$ cat config.mk
export PLATFORM = sky130hd
export DESIGN_NAME = bit_serializer
export DESIGN_NICKNAME = d
export VERILOG_FILES = /design/src/rtl/bit_serializer.sv
export SDC_FILE = /design/constraint.sdc
export NUM_CORES = 1
export LEC_CHECK = 0
export ABC_AREA = 1
export CAP_MARGIN = 20
export CORE_AREA = 2 2 69 71
export DETAILED_ROUTE_END_ITERATION = 10
export DIE_AREA = 0 0 71 73
export PLACE_DENSITY = 0.71
export SETUP_SLACK_MARGIN = 0.5
export SLEW_MARGIN = 20
export SYNTH_ARGS = -nofsm -noshare
export SYNTH_HDL_FRONTEND = slang
export SYNTH_SLANG_ARGS = --single-unit
export TNS_END_PERCENT = 1
$ cat constraint.sdc
create_clock -name clk -period 1.8 [get_ports clk]
set_clock_uncertainty 0.05 [all_clocks]
set_input_delay 0.36 -clock clk [delete_from_list [all_inputs] [get_ports clk]]
set_output_delay 0.36 -clock clk [all_outputs]
set_load 0.005 [all_outputs]
$ cat src/rtl/bit_serializer.sv
// bit_serializer: MSB-first parallel-to-serial shifter with a one-word holding register and completed-word counter
module bit_serializer #(
    parameter int WIDTH = 8
) (
    input  logic             clk,
    input  logic             rst_n,
    input  logic [WIDTH-1:0] in_data,
    input  logic             in_valid,
    output logic             in_ready,
    input  logic             shift_en,
    output logic             ser_bit,
    output logic             ser_valid,
    output logic             ser_first,
    output logic             ser_last,
    output logic [15:0]      word_cnt
);
    localparam int IW = $clog2(WIDTH);
    localparam logic [IW-1:0] LAST_IDX = IW'(WIDTH - 1);
    typedef enum logic {IDLE, SHIFT} state_t;
    state_t state, state_nx;
    logic [WIDTH-1:0] sreg, hold;
    logic [IW-1:0] idx;
    logic hold_full, accept, consume, last_bit, direct, refill;
    // a direct load can only happen with hold empty, since accept already requires in_ready
    always_comb begin
        in_ready = !hold_full;
        accept = in_valid && in_ready;
        consume = (state == SHIFT) && shift_en;
        last_bit = consume && (idx == LAST_IDX);
        direct = accept && ((state == IDLE) || last_bit);
        refill = last_bit && hold_full;
        state_nx = (direct || refill) ? SHIFT : (last_bit ? IDLE : state);
    end
    always_ff @(posedge clk or negedge rst_n) begin
        if (!rst_n) begin
            state <= IDLE;
            sreg <= '0;
            idx <= '0;
            hold <= '0;
            hold_full <= 1'b0;
            word_cnt <= '0;
        end else begin
            state <= state_nx;
            if (direct) begin
                sreg <= in_data;
                idx <= '0;
            end else if (refill) begin
                sreg <= hold;
                idx <= '0;
            end else if (consume) begin
                sreg <= {sreg[WIDTH-2:0], 1'b0};
                idx <= last_bit ? '0 : idx + 1'b1;
            end
            if (accept && !direct) begin
                hold <= in_data;
                hold_full <= 1'b1;
            end else if (refill) begin
                hold_full <= 1'b0;
            end
            if (last_bit) word_cnt <= word_cnt + 16'd1;
        end
    end
    assign ser_valid = (state == SHIFT);
    assign ser_bit = ser_valid && sreg[WIDTH-1];
    assign ser_first = ser_valid && (idx == '0);
    assign ser_last = ser_valid && (idx == LAST_IDX);
endmodule

==> impl_metrics.tcl <==
set metrics [dict create \
    synth_area_leaders "dfrtp_1, nand2_1, nand3_1" \
    synth_ff_type "dfrtp_1" \
    synth_enable_flop_cells 0 \
    globalRoute.totalOverflow 0 \
    htree_num_levels 2 \
    groute.layer.met2.usage_pct 33.3 \
    worst_ep_arrival_time_ns 1.85 \
    cp_cell_sequence "ha_2 -> ha_4 -> buf_6 -> nand3_4 -> nand2_4 -> nand2_8 -> buf_6 -> buf_16 -> nand3_1 -> o21ai_1" \
    status "complete, no violations" \
    synth_async_sr_flop_share_pct 100 \
    hold_bufs_at_cts 0 \
    finish.instance_area_um2 2770 \
    grt_util_all_layers_pct 20.1 \
    grt_pass1_vias 1714 \
    hold_violations 0 \
    crit_path_required_time_ns 1.92 \
    ctsRootBufferMaster "clkbuf_8" \
    compound_cell_area_share_of_the_yosys_netlist_pct 4.65 \
    seq_area_frac_synth_pct 47.8 \
    reg2reg_to "idx[1]" \
    chipHeight_um 73 \
    path_buf_inv 3 \
    coreArea_um2 4540 \
    clk-insertion-delay-late_ns 0.28 \
    multi_input_combinational_cell_area_um2 980 \
    max_freq_ghz 0.580 \
    boundaryPins 33 \
    critPathCaptureType "register" \
    final-setup-viol-count 0 \
    cp_top_family "simple AND/OR/NAND/NOR gates" \
    post-synth-top-area-cell "dfrtp_1" \
    dpl-instance-area_um2 2450 \
    grt_util_met1_pct 26.6 \
    max-slew-margin-rel_pct 68.1 \
    tritoncts "yes" \
    synth_cells 241 \
    critical-path-slowest-cell "dfrtp_1" \
    setup.worst_path.start_class "register" \
    place_congestion 0.801 \
    post-layout-total-power_mw 3.22 \
    timing.critical_path.mode_cell "buf_6" \
    max-vdd-ir-drop_v 0.000692 \
    min_period_over_period_pct 95.9 \
    insertedDiodeCount 0 \
    detailedPlacementHpwl_mm 3.04 \
    clkSinkCount 37 \
    drc 0 \
    largest_family_of_logic_cells_by_synthesized_area "simple AND/OR/NAND/NOR gates" \
    syn-mean-instance-area_um2 8.04 \
    parity_gate_share_of_the_synthesized_area_counting_xor_and_xnor_cells_pct 4.07 \
    cts_inserted_buffers 5 \
    sequential_cell_area_um2 928 \
    grt_antenna_before_repair 0 \
    critical_path.startpoint "idx[1]" \
    vias_per_cell 4.98 \
    worstMarginPinSlew_ns 0.478 \
    timing_worst_setup_path_type "register to register" \
    cts.reportedPaths.clkPinSlew_ns 0.07 \
    grt_first_pass_wirelength_mm 8.12 \
    floorplan.die_area_um2 5180 \
    synth_common_cells "nand2_1, nand3_1, dfrtp_1" \
    pwr_density_cell_nw_per_um2 1160 \
    pin_count_of_the_biggest_net_entering_global_routing 38 \
    portbufs 32 \
    timing_max_transition_violations_final 0 \
    timing.final.crit_period_ns 1.73 \
    fillers 377 \
    synth_simple_gate_area_share_pct 33.0 \
    area_overhead_vs_synth_pct 42.7 \
    initial_core_util_pct 42.7 \
    reg2regPathDepth 10 \
    yosys.area_share.adder_pct 2.58 \
    synthesis.area_um2 1940 \
    drt-total-wl_mm 4.77 \
    wire_per_inst_um 13.3 \
    postSynthNetCount 257 \
    rr_startpoint "idx[1]" \
    gr-usage-met3_pct 4.56 \
    worstPathMaxFanout 9 \
    yosys_register_bits 37 \
    critical_path.max_stage_delay_ns 0.36 \
    timing.reg2reg.setup_slack_ns 0.07 \
    cts.path.max_buffers 2 \
    post-synth-top-count-cell "nand2_1" \
    timing.max_cap.violations 0 \
    drt-pass1-iter-count 4 \
    utilization_pct 61.0 \
    initialDrtViolationCount 78 \
    globalRoute.busiestLayer "met2" \
    floorplan.rows 25 \
    synth_largest_type_area_fraction_pct 47.8 \
    warnings_synthesis 0 \
    synthMuxAreaShare_pct 0 \
    rsz0062_at_grt "yes" \
    power_leakage_nw 1.40 \
    drt.antenna.violating_nets 0 \
    via_count 1784 \
    min-delay-path-class "input pin to async pin" \
    synth_cell_types 23 \
    post_route_cells_drive_above_1_share_pct 25.7 \
    layout.nets 320 \
    die_x_um 71 \
]
==> cell type report <==
type | count | area share (%)
Multi-Input combinational cell | 170 | 35.4
Sequential cell | 37 | 33.6
Timing Repair Buffer | 60 | 21.3
Inverter | 30 | 4.16
Clock buffer | 7 | 3.12
Tap cell | 54 | 2.44
==> layer usage <==
layer  wire length (µm)  part of all wire [%]
met5                  0                     0
met4                 53                   1.1
met3                254                   5.3
met2               2330                    49
met1               2130                    45
==> cells by family (layout without fill, tap and decap cells) <==
kind of cell,Yosys count,after routing
and+or+nand+nor,140,141
xor gates and xnor gates,9,9
buffers and inverters,35,97
DFF,37,37
AOI/OAI and AO/OA,16,16
adders and majority gates,4,4
==> cell usage in the layout (no fill, tap or decap), types with 7 or more instances in the layout <==
cell type | Yosys | layout
nand3_1 | 40 | 34
buf_6 | 2 | 8
xnor2_1 | 7 | 7
buf_4 | 2 | 16
dfrtp_1 | 37 | 35
nand2_1 | 69 | 65
inv_1 | 30 | 27
clkbuf_2 | 0 | 8
nor2_1 | 15 | 12
o21ai_1 | 1 | 7
clkdlybuf4s50_1 | 0 | 14
==> through the flow <==
step           setup TNS (ns)  setup WS [ns]  hold slack (ns)  std cells
3_3_place_gp           -0.171        -0.0439            0.421        336
5_1_grt                -0.337        -0.0483            0.441        358
6_report                    0         0.0746            0.392        358
3_5_place_dp           -0.806         -0.120            0.424        336
2_1_floorplan               0          0.243           0.0144        241
4_1_cts                     0         0.0801            0.397        358
==> worst max-delay path by stage <==
stage / endpoint / depth (start not counted)
after floorplan: sreg[0] / 9
after global routing: word_cnt[8] / 11
after detailed placement: word_cnt[13] / 7
after CTS: sreg[2] / 11
after global placement: word_cnt[15] / 7
final: idx[1] / 10
==> timing repair <==
action	4_1_cts	5_1_grt
buffers inserted	12	0
setup endpoints to repair	58	58
gates cloned	3	0
gates resized for setup	36	42
pin swaps	6	12
==> registers in the layout, summed over array words and instances (netlist names) <==
name,flops
hold,8
hold_full,1
idx,3
ser_valid,1
sreg,8
word_cnt,16
==> power breakdown <==
part           total, mW  switching [mW]  internal [mW]
clock network      0.583           0.279          0.304
logic               1.35           0.696          0.656
registers           1.29           0.198           1.09
total               3.22            1.17           2.05
==> worst reg2reg max path: cells and delay by family (launching register included) <==
kind,cells,cell delay [ns]
simple gates,4,0.42
fa+ha+maj,2,0.34
flops,1,0.36
buf+inv,3,0.38
compound gates,1,0.06
No activity file was read; power rests on OpenSTA's default activity.
